[src/rtl/uart_rx_pkg.sv]
// uart_rx_pkg: shared FSM state, parity encodings and prescale floor for the UART receiver.
package uart_rx_pkg;
    typedef enum logic [2:0] {IDLE, START, DATA, PARITY, STOP} state_t;
    localparam logic PAR_EVEN = 1'b0;
    localparam logic PAR_ODD = 1'b1;
    localparam int PRESCALE_MIN = 4;
endpackage

[src/rtl/uart_rx_sampler.sv]
// uart_rx_sampler: rx synchroniser, per-bit edge counter and bit sampling.
// UART_RX_MAJ_VOTE_EN selects 2-of-3 majority around mid-bit instead of a single mid sample.
module uart_rx_sampler
    import uart_rx_pkg::*;
#(
    parameter int PRESCALE_W = 6
) (
    input  logic                  clk,
    input  logic                  rst,
    input  logic                  rx_in,
    input  logic                  run,
    input  logic [PRESCALE_W-1:0] prescale,
    output logic                  line,
    output logic                  sample,
    output logic                  bit_val,
    output logic                  bit_end
);
    logic [1:0] sync;
    logic [PRESCALE_W-1:0] cnt;
    logic [PRESCALE_W-1:0] mid;
    assign mid = prescale >> 1;
    assign line = sync[1];
    assign bit_end = run && cnt == prescale - 1'b1;
`ifdef UART_RX_MAJ_VOTE_EN
    logic [1:0] hist;
    assign sample = run && cnt == mid + 1'b1;
    assign bit_val = (hist[1] & hist[0]) | (hist[1] & line) | (hist[0] & line);
    always_ff @(posedge clk)
        if (rst) hist <= 2'b11;
        else hist <= {hist[0], line};
`else
    assign sample = run && cnt == mid;
    assign bit_val = line;
`endif
    always_ff @(posedge clk)
        if (rst) begin
            sync <= 2'b11;
            cnt <= '0;
        end else begin
            sync <= {sync[0], rx_in};
            cnt <= (!run || bit_end) ? '0 : cnt + 1'b1;
        end
endmodule

[src/rtl/uart_rx_frame_engine.sv]
// uart_rx_frame_engine: UART frame receiver with parity/framing checks and a valid/ready output register.
// Optional UART_RX_MAJ_VOTE_EN enables majority-vote bit sampling in the sampler.
module uart_rx_frame_engine
    import uart_rx_pkg::*;
#(
    parameter int DATA_W = 8,
    parameter int PRESCALE_W = 6
) (
    input  logic                  clk,
    input  logic                  rst,
    input  logic                  rx_in,
    input  logic [PRESCALE_W-1:0] prescale,
    input  logic                  par_en,
    input  logic                  par_typ,
    input  logic                  stop2,
    output logic [DATA_W-1:0]     m_data,
    output logic                  m_par_err,
    output logic                  m_frm_err,
    output logic                  m_valid,
    input  logic                  m_ready,
    output logic                  ovr_err,
    output logic                  busy
);
    state_t state;
    logic [PRESCALE_W-1:0] p_q;
    logic par_en_q, par_typ_q, stop2_q;
    logic [3:0] bit_cnt;
    logic [DATA_W-1:0] sh;
    logic par_err, frm_err;
    logic line, sample, smp_bit, bit_end, done;
    uart_rx_sampler #(.PRESCALE_W(PRESCALE_W)) u_sampler (
        .clk(clk), .rst(rst), .rx_in(rx_in), .run(state != IDLE), .prescale(p_q),
        .line(line), .sample(sample), .bit_val(smp_bit), .bit_end(bit_end)
    );
    assign busy = state != IDLE;
    // The frame completes at the sample of the last stop bit, not at its end.
    assign done = state == STOP && sample && bit_cnt == {3'b0, stop2_q};
    always_ff @(posedge clk)
        if (rst) begin
            state <= IDLE;
            p_q <= '0;
            par_en_q <= 1'b0;
            par_typ_q <= PAR_EVEN;
            stop2_q <= 1'b0;
            bit_cnt <= '0;
            sh <= '0;
            par_err <= 1'b0;
            frm_err <= 1'b0;
            m_data <= '0;
            m_par_err <= 1'b0;
            m_frm_err <= 1'b0;
            m_valid <= 1'b0;
            ovr_err <= 1'b0;
        end else begin
            case (state)
                IDLE:
                    if (!line) begin
                        state <= START;
                        p_q <= prescale < PRESCALE_W'(PRESCALE_MIN) ? PRESCALE_W'(PRESCALE_MIN) : prescale;
                        par_en_q <= par_en;
                        par_typ_q <= par_typ;
                        stop2_q <= stop2;
                        bit_cnt <= '0;
                        par_err <= 1'b0;
                        frm_err <= 1'b0;
                    end
                START:
                    if (sample && smp_bit) state <= IDLE;
                    else if (bit_end) state <= DATA;
                DATA: begin
                    if (sample) sh <= {smp_bit, sh[DATA_W-1:1]};
                    if (bit_end) begin
                        bit_cnt <= bit_cnt == 4'(DATA_W - 1) ? 4'd0 : bit_cnt + 4'd1;
                        if (bit_cnt == 4'(DATA_W - 1)) state <= par_en_q ? PARITY : STOP;
                    end
                end
                PARITY: begin
                    if (sample) par_err <= smp_bit ^ (^sh) ^ (par_typ_q == PAR_ODD);
                    if (bit_end) state <= STOP;
                end
                STOP: begin
                    if (sample && !smp_bit) frm_err <= 1'b1;
                    if (done) state <= IDLE;
                    else if (bit_end) bit_cnt <= bit_cnt + 4'd1;
                end
                default: state <= IDLE;
            endcase
            if (done && (!m_valid || m_ready)) begin
                m_data <= sh;
                m_par_err <= par_err;
                m_frm_err <= frm_err | !smp_bit;
                m_valid <= 1'b1;
            end else if (m_valid && m_ready) m_valid <= 1'b0;
            ovr_err <= done && m_valid && !m_ready;
        end
endmodule

[config.mk]
export PLATFORM = sky130hd
export DESIGN_NAME = uart_rx_frame_engine
export DESIGN_NICKNAME = d
export VERILOG_FILES = /design/src/rtl/uart_rx_pkg.sv /design/src/rtl/uart_rx_sampler.sv /design/src/rtl/uart_rx_frame_engine.sv
export SDC_FILE = /design/constraint.sdc
export NUM_CORES = 1
export LEC_CHECK = 0
export ABC_AREA = 0
export CELL_PAD_IN_SITES_DETAIL_PLACEMENT = 0
export CELL_PAD_IN_SITES_GLOBAL_PLACEMENT = 1
export CORE_MARGIN = 2
export CORE_UTILIZATION = 42
export DETAILED_ROUTE_END_ITERATION = 10
export GPL_TIMING_DRIVEN = 0
export MAX_ROUTING_LAYER = met4
export PLACE_DENSITY_LB_ADDON = 0.2
export SETUP_SLACK_MARGIN = 0.05
export SLEW_MARGIN = 10
export SYNTH_ARGS = -nofsm -noshare
export SYNTH_HDL_FRONTEND = slang
export SYNTH_HIERARCHICAL = 1
export SYNTH_SLANG_ARGS = --single-unit
[constraint.sdc]
create_clock -name clk -period 3.4 [get_ports clk]
set_clock_uncertainty 0.2 [all_clocks]
set_input_delay 0.34 -clock clk [delete_from_list [all_inputs] [get_ports clk]]
set_output_delay 0.34 -clock clk [all_outputs]
set_load 0.05 [all_outputs]
==> impl_results.md <==
* Run status: completed
* Final hold vios at 0
* EDFF count, synth at 0
* Most common cell in the synthesized netlist: dfxtp_1
* I/O Buffers at 25
* Worst slack at placement at 91.2 ps
* Mapped Avg Cell Area at 9.07 um2
* Worst Tran Pin Value at 874 ps
* H-tree lvl count at 2
* Max-slew violations at 0
* Synth top cells by count: dfxtp_1 (46), nor2_1 (29), nand2_1 (22)
* Post-layout util at between 50% and 60%
* Residual DRC at 0
* CP endpoint kind: register
* Cell taking the most area after synthesis: dfxtp_1
* GRT overflow at 0
* Peak supply drop at 0.000297 V
* Worst EP arrival at ~3100 ps
* Hold depth at 1
* Hpwl dp at 3390 um
* CTS sink cnt at 46
* WL per Instance at 13.0 um
* Worst r2r src: p_q[0]$_SDFFE_PP0P_
* Pwr per Cell Area at 442 nW/um2
* Most used DFF post-synth: dfxtp_1
* Core ar. at 5140 um2
* Mapped cell area at 2250 um2
* CTS clk-pin slew, worst paths at 90 ps
* CTS tree: yes
* Tcrit/Tclk final at 92.6%
* Worst hold margin at 231 ps
* Endpoints failing setup at 0
* Asr flop ratio synth at 0%
* RSZ-0062 raised after global routing: no
* Register bit total from synthesis at 46
* Clk Latency, worst-skew pair at 300 ps
* Total negative slack at 0 ps
* Top post-synthesis cells by area: dfxtp_1 (41%), mux2i_1 (7.6%), xnor2_1 (7.0%), nor2_1 (4.8%), a21oi_1 (4.2%)
* Leakage power figure at 0.975 nW
* # hold bufs at CTS at 0
* CP cell instances: or4_1 -> or3_4 -> a2111oi_4 -> buf_4 -> and3_1 -> nand2_1 -> a21o_1 -> a211o_2 -> o21ai_0 -> a21oi_1
* Placer Congestion at about 0.8
* Slowest CP cell: or4_1
* Vias in the first global route at between 1500 and 2000
* Die height at 77.2 um
* Synth unique cells at 48
* Slowest stage delay, CP at 550 ps
* Relative slew margins at around two fifths
* Syn Nets at 264
* Synth-to-layout area growth at 20.9%
* Yosys top cell area share at 41.0%
* Reg2reg path depth at 10
* Min-Delay Endpoint: u_sampler/sync[1]$_SDFF_PP1_
* Root Driver: clkbuf_8
* Fmax achieved at 318 MHz
* Post-route insts no fill at ~350
* Number of diodes at 0
* Site row count at 26
* Initial DRT Pass Iterations at 4
* Critical Path RT at approximately 3400 ps
* Vias post-DR at 1785
* Cells after synthesis at roughly 250
* Die span in x at 77.2 um
* Seq/Total Area, Yosys at just over 40%
* Routed wire length at 4600 um
* Num CTS Buffers at 5
* Vias/cell at 5.06
* Worst min path class: reg -> reg
* Initial core utilization at approximately 44%
* Placed Cells at 343
* Nets at approximately 300
* Crit path time final at 3150 ps
* WS Path Type: reg -> reg
* Hold Startpoint: u_sampler/sync[0]$_SDFF_PP1_
* DIE AREA at 5950 um2
* Initial antenna violation count at 0
* Total track usage at 16.7%
* First-pass GRT wire length at 7880 um
* Clk buf depth at 2
* Share of layout cells above drive strength 1 at 9.89%
* IO Count at 26
* Ys Warns at 6
* DR iter-0 viols at 60
* FF-to-FF setup slack at approximately 250 ps
* Final worst slack at between 200 and 300 ps
* Worst r2r dst: bit_cnt[3]$_SDFFE_PP0P_
* Crit-path max FO at 6
* DRT antenna net count at 0
* Worst Setup Start Kind: register
* Max-Cap Viols at 0
* Largest net degree at the start of global routing at 15
[cells in the final DEF (no fill, tap or decap), types with 2 or more instances in the layout]
cell	count
clkbuf_8	5
and3_1	2
inv_1	5
nor2b_1	3
o31ai_1	2
a22oi_1	3
mux2i_1	17
nand3_1	9
or2_2	4
xnor2_1	18
dfxtp_1	46
nand4_1	2
xor2_1	5
a211oi_1	6
o21ai_0	3
clkbuf_1	8
a21oi_1	19
clkdlybuf4s50_1	25
nand2_1	22
or3_4	3
ha_1	3
nand2b_1	6
nand3b_1	2
nor3_1	7
buf_4	3
nor2_1	29
[final cells by class]
cell class                      count  area (um2)
Inverter                            5        18.8
Clock inverter                      2        37.5
Clock buffer                        6        72.6
Sequential cell                    46         921
Buffer                             11        55.1
Tap cell                           70        87.6
Timing Repair Buffer               27         265
Multi-Input combinational cell    186        1260
Fill cell                         524        2420
[flip-flops by register name, indices dropped and copies added (netlist names), 2 cells and up]
name and flops:
u_sampler/cnt 6, state 3, u_sampler/sync 2, bit_cnt 4, sh 8, p_q 6, m_data 8
[logic make-up (layout without fill, tap and decap cells)]
| family | count (synthesis) | after routing | synth area share [%] |
|---|---|---|---|
| AOI/OAI and AO/OA | 42 | 42 | 13.0 |
| muxes | 17 | 17 | 7.57 |
| adders and majority gates | 3 | 3 | 1.67 |
| buffers and inverters | 16 | 51 | 3.28 |
| DFF | 46 | 46 | 41.0 |
| and+or+nand+nor | 100 | 100 | 23.6 |
| xor gates and xnor gates | 24 | 24 | 9.96 |
[critical path, delay by kind of cell, from the launching register on]
kind	cells	cell delay, ps
AO/OA/AOI/OAI	5	1080
AND/OR/NAND/NOR	4	1180
buffers and inverters	1	190
flip-flops	1	370
[power by group]
| group | switching [mW] | internal (mW) |
|---|---|---|
| Sequential | 0.0240 | 0.554 |
| Clock | 0.186 | 0.219 |
| Combinational | 0.126 | 0.0895 |
| Total | 0.337 | 0.863 |
[routing by layer]
metal / global-route usage [%] / wire length, um / vias up
li1: - / - / 928
met1: 22.3 / 2350 / 823
met2: 25.9 / 2050 / 28
met3: 3.06 / 144 / 6
met4: 4.82 / 55 / 0
met5: - / 0 / -
[worst max-delay path by stage]
stage | start | to | cells after the start
floorplan | p_q[0]$_SDFFE_PP0P_ | bit_cnt[3]$_SDFFE_PP0P_ | 9
global placement | p_q[0]$_SDFFE_PP0P_ | bit_cnt[3]$_SDFFE_PP0P_ | 9
CTS | p_q[0]$_SDFFE_PP0P_ | bit_cnt[3]$_SDFFE_PP0P_ | 9
global route | u_sampler/cnt[2]$_SDFF_PP0_ | bit_cnt[3]$_SDFFE_PP0P_ | 10
detailed placement | p_q[0]$_SDFFE_PP0P_ | bit_cnt[3]$_SDFFE_PP0P_ | 9
finish | p_q[0]$_SDFFE_PP0P_ | bit_cnt[3]$_SDFFE_PP0P_ | 10
[stage by stage]
stage | power, mW | instance area, um2
global placement | 0.804 | 2590
finish | 1.20 | 2720
detailed placement | 0.804 | 2590
CTS | 1.21 | 2700
floorplan | 0.742 | 2250
global route | 1.26 | 2720
[repair_timing]
action | CTS | global route
gates resized for setup | 0 | 1
setup buffers | 0 | 2
setup endpoints to repair | 0 | 5
No activity file was read; power rests on OpenSTA's default activity.
==> edit 1: new RTL, config.mk and constraints unchanged <==
The parameter `DATA_W` goes from 8 to 9.
--- a/src/rtl/uart_rx_frame_engine.sv
+++ b/src/rtl/uart_rx_frame_engine.sv
@@ -3,7 +3,7 @@
 module uart_rx_frame_engine
     import uart_rx_pkg::*;
 #(
-    parameter int DATA_W = 8,
+    parameter int DATA_W = 9,
     parameter int PRESCALE_W = 6
 ) (
     input  logic                  clk,
Interface: changed (resized m_data); port bits go from 26 to 27. The function was not compared with the original's and may differ.
==> edit 1 against the original RTL <==
- final cell count up 7.6%
- final area up 6.0%
- via count up 8.1%
- sequential cell count up 2
- setup slack worse by 0.066 ns
- non-clock buffer count up 8
- routed wire length up 9.2%
- die area up 3.6%
- highest routed layer unchanged
- critical path depth down 1
- count of clock-buffer cells in the layout down 1
- power up 16%
- area after synthesis up 3.8%
- maximum frequency down 2.1%
==> edit 1: results (changes against the original RTL) <==
.. list-table::
   :header-rows: 1

   * - Metric
     - Value
   * - Leakage component of the power
     - 1.061 nW (was 0.9752 nW)
   * - Final core area utilization
     - 52.98% (was 52.87%)
   * - Multi-input combinational cell count
     - 195 (was 186)
   * - Number of signal-net inverters in the final layout
     - 11 (was 5)
   * - Largest net degree at the start of global routing
     - 16 (was 15)
   * - Post-route worst hold slack
     - 0.2374 ns (was 0.2305 ns)
   * - Result of the run
     - finished, final reports clean (unchanged)
   * - Post-synthesis cell type count
     - 46 (was 48)
   * - Register bit count reported by yosys
     - 48 (was 46)
   * - Wire length of the first global-routing pass
     - 8680 µm (was 7879 µm)
   * - Half-perimeter wire length after placement
     - 3574 µm (was 3386 µm)
   * - Maximum vdd drop
     - 0.2665 mV (was 0.2970 mV)
   * - Number of global-route vias before repair
     - 1835 (was 1693)
   * - Crit-path max cell delay
     - 0.53 ns (was 0.55 ns)
   * - Largest regs
     - m_data (9), sh (9) (was m_data (8), sh (8))
   * - Final #Nets
     - 324 (was 298)
   * - Buffers inserted during post-CTS setup optimization
     - 1 (was 0)
   * - Worst reg2reg setup slack
     - 0.19 ns (was 0.25 ns)
   * - Repair and plain buffers
     - 46 (was 38)
   * - Arrival time of data at the critical path endpoint
     - 3.23 ns (was 3.11 ns)
   * - Met1 GRT Util
     - 23.04% (was 22.32%)
   * - Syn_nets
     - 285 (was 264)
   * - Maximum operating frequency
     - 311.1 MHz (was 317.7 MHz)
   * - Placed cell count
     - 366 (was 343)
   * - Setup crit start
     - p_q[1] (was p_q[0])
   * - Top cells by instance count after synthesis
     - 48 x sky130_fd_sc_hd__dfxtp_1, 36 x sky130_fd_sc_hd__nand2_1, 21 x sky130_fd_sc_hd__a21oi_1, 21 x sky130_fd_sc_hd__nor2_1, 20 x sky130_fd_sc_hd__xnor2_1 (was 46 x sky130_fd_sc_hd__dfxtp_1, 29 x sky130_fd_sc_hd__nor2_1, 22 x sky130_fd_sc_hd__nand2_1, 19 x sky130_fd_sc_hd__a21oi_1, 18 x sky130_fd_sc_hd__xnor2_1)
   * - GRT Overall Usage
     - 18.20% (was 16.70%)
   * - Area taken by multi-input logic gates
     - 1308 µm² (was 1260 µm²)
   * - Area after DPL
     - 2684 µm² (was 2586 µm²)
   * - Total of fill cells in the finished design
     - 534 (was 524)
   * - Worst slew margin relative to its limit
     - 55.47% (was 41.27%)
   * - Number of instances resized during post-cts repair
     - 2 (was 0)
   * - Share of the final layout cell area in multi-input gates
     - 45.38% (was 46.36%)
   * - Routed vias/inst
     - 5.079 (was 5.057)
   * - Length in cells of the worst reg-to-reg path
     - 9 (was 10)
[edit 1: cell count changes after synthesis, sizes merged, moves of 3 or more]
cell | before | now
mux2i | 17 | 13
o41ai | 0 | 3
nor3 | 8 | 4
a22oi | 3 | 0
inv | 5 | 11
nand2 | 23 | 36
nor2 | 29 | 23
clkbuf | 8 | 11
[edit 1: kinds of logic after synthesis]
family	count (synthesis)	share of synthesized area [%]
simple gates	102	21.77
compound gates	50	14.96
flops	48	41.18
xor+xnor	26	10.08
buf+inv	25	4.290
mux	13	5.576
fa+ha+maj	4	2.145
[edit 1: layer usage]
metal,vias to the layer above,routed length (µm)
met2,23,2375
li1,993,-
met4,0,62
met5,-,0
met1,907,2448
met3,7,137
[edit 1: report_power, final]
| group | total, mW | internal, mW | switching [mW] |
|---|---|---|---|
| logic | 0.359 | 0.162 | 0.198 |
| clock network | 0.421 | 0.218 | 0.203 |
| registers | 0.614 | 0.583 | 0.0311 |
| total | 1.39 | 0.962 | 0.432 |
==> edit 2: new RTL, config.mk and constraints unchanged <==
Made on the original files. The output `ovr_err` loses its register stage (`ovr_err` becomes a continuous assignment).
--- a/src/rtl/uart_rx_frame_engine.sv
+++ b/src/rtl/uart_rx_frame_engine.sv
@@ -50,7 +50,6 @@
             m_par_err <= 1'b0;
             m_frm_err <= 1'b0;
             m_valid <= 1'b0;
-            ovr_err <= 1'b0;
         end else begin
             case (state)
                 IDLE:
@@ -91,7 +90,8 @@
                 m_frm_err <= frm_err | !smp_bit;
                 m_valid <= 1'b1;
             end else if (m_valid && m_ready) m_valid <= 1'b0;
-            ovr_err <= done && m_valid && !m_ready;
         end
+
+    assign ovr_err = done && m_valid && !m_ready;
 endmodule
 
Behaviour: same outputs for any inputs over 10 cycles, from zero or initial values and one cycle with rst high; that may be too few to reach the edited logic, so the function may still have changed.
==> edit 2 against the original RTL <==
- critical path depth shrank 1
- combinational power grew 25%
- power grew 4.2%
- maximum frequency shrank 1.8%
- area after synthesis shrank 0.61%
- sequential cell count shrank 1
- routed wire length shrank 1.2%
- setup slack lost 0.059 ns
- count of clock-buffer cells in the layout is the same
- final area shrank 0.23%
- largest cell class unchanged
==> edit 2: results (changes against the original RTL) <==
.. list-table::
   :header-rows: 1

   * - Metric
     - Value
   * - Result of the run
     - finished, final reports clean (unchanged)
   * - Mean cell area of the mapped netlist
     - 9.047 µm² (was 9.066 µm²)
   * - Number of non-filler instances in the completed layout
     - 351 (was 353)
   * - Average detailed-routed wire length per instance
     - 12.95 µm (was 13.03 µm)
   * - Xor and xnor area share after synthesis
     - 10.41% (was 9.961%)
   * - Transition time at the pin with the least slew margin
     - 0.5751 ns (was 0.8742 ns)
   * - Syn_nets
     - 263 (was 264)
   * - Fraction of final layout cells with drive strength greater than 1
     - 9.609% (was 9.894%)
   * - Final #Nets
     - 296 (was 298)
   * - Power drawn by the clock network
     - 0.411 mW (was 0.406 mW)
   * - Total of fill cells in the finished design
     - 501 (was 524)
   * - Adder-cell area share of the yosys netlist
     - 1.680% (was 1.669%)
   * - Compound-cell area share of the yosys netlist
     - 12.09% (was 12.97%)
   * - Half-perimeter wire length after placement
     - 3238 µm (was 3386 µm)
   * - Routed vias/inst
     - 5.125 (was 5.057)
   * - Worst setup slack before clock tree synthesis
     - -0.3480 ns (was 0.09121 ns)
   * - Placed cell count
     - 342 (was 343)
   * - Layout overhead on the synthesized area
     - 21.33% (was 20.87%)
   * - Proportion of synthesized area in mux cells
     - 8.063% (was 7.568%)
   * - Seq pwr
     - 0.569 mW (was 0.578 mW)
   * - Placer's final routability congestion estimate
     - 0.8139 (was 0.8013)
   * - Number of global-route vias before repair
     - 1638 (was 1693)
   * - Arrival time of data at the critical path endpoint
     - 3.19 ns (was 3.11 ns)
   * - Top cells by instance count after synthesis
     - 45 x sky130_fd_sc_hd__dfxtp_1, 27 x sky130_fd_sc_hd__nor2_1 (was 46 x sky130_fd_sc_hd__dfxtp_1, 29 x sky130_fd_sc_hd__nor2_1, 22 x sky130_fd_sc_hd__nand2_1, 19 x sky130_fd_sc_hd__a21oi_1, 18 x sky130_fd_sc_hd__xnor2_1)
   * - Sw frac
     - 30.08% (was 28.07%)
   * - Wire length of the first global-routing pass
     - 7859 µm (was 7879 µm)
   * - Part of the cycle the worst path needs
     - 94.31% (was 92.57%)
   * - Length in cells of the worst reg-to-reg path
     - 9 (was 10)
   * - Area after DPL
     - 2572 µm² (was 2586 µm²)
==> edit 2: changes by cell type in the layout (fill, tap and decap cells not counted), sizes merged, moves of 2 or more <==
cell	delta
or4	+2
a22oi	-3
clkinv	+2
or2	-3
nand2	-4
nand2b	+2
a21boi	+2
a211o	-2
==> edit 2: timing repair <==
item / in CTS / in global routing
pin swaps: 1 / 1
resized for setup: 4 / 3
endpoints found under the setup margin: 6 / 7
cloned: 0 / 0
setup buffers: 0 / 1
==> edit 2: area by class of cell <==
type                    instances  area share (%)
plain buffers                  12           1.938
flip-flops and latches         45           33.23
multi-input cells             183           47.21
clock buffers                   6           2.677
repair buffers                 26           9.322
inverters                       7          0.9691
well taps                      70           3.230
clock inverters                 2           1.431
==> edit 2: layer usage <==
| metal | up-vias | track usage [%] | wire length (µm) |
|---|---|---|---|
| met4 | 0 | 6.000 | 64 |
| met3 | 8 | 4.118 | 166 |
| met1 | 834 | 22.76 | 2337 |
| met5 | - | - | 0 |
| met2 | 30 | 24.82 | 1976 |
| li1 | 927 | - | - |
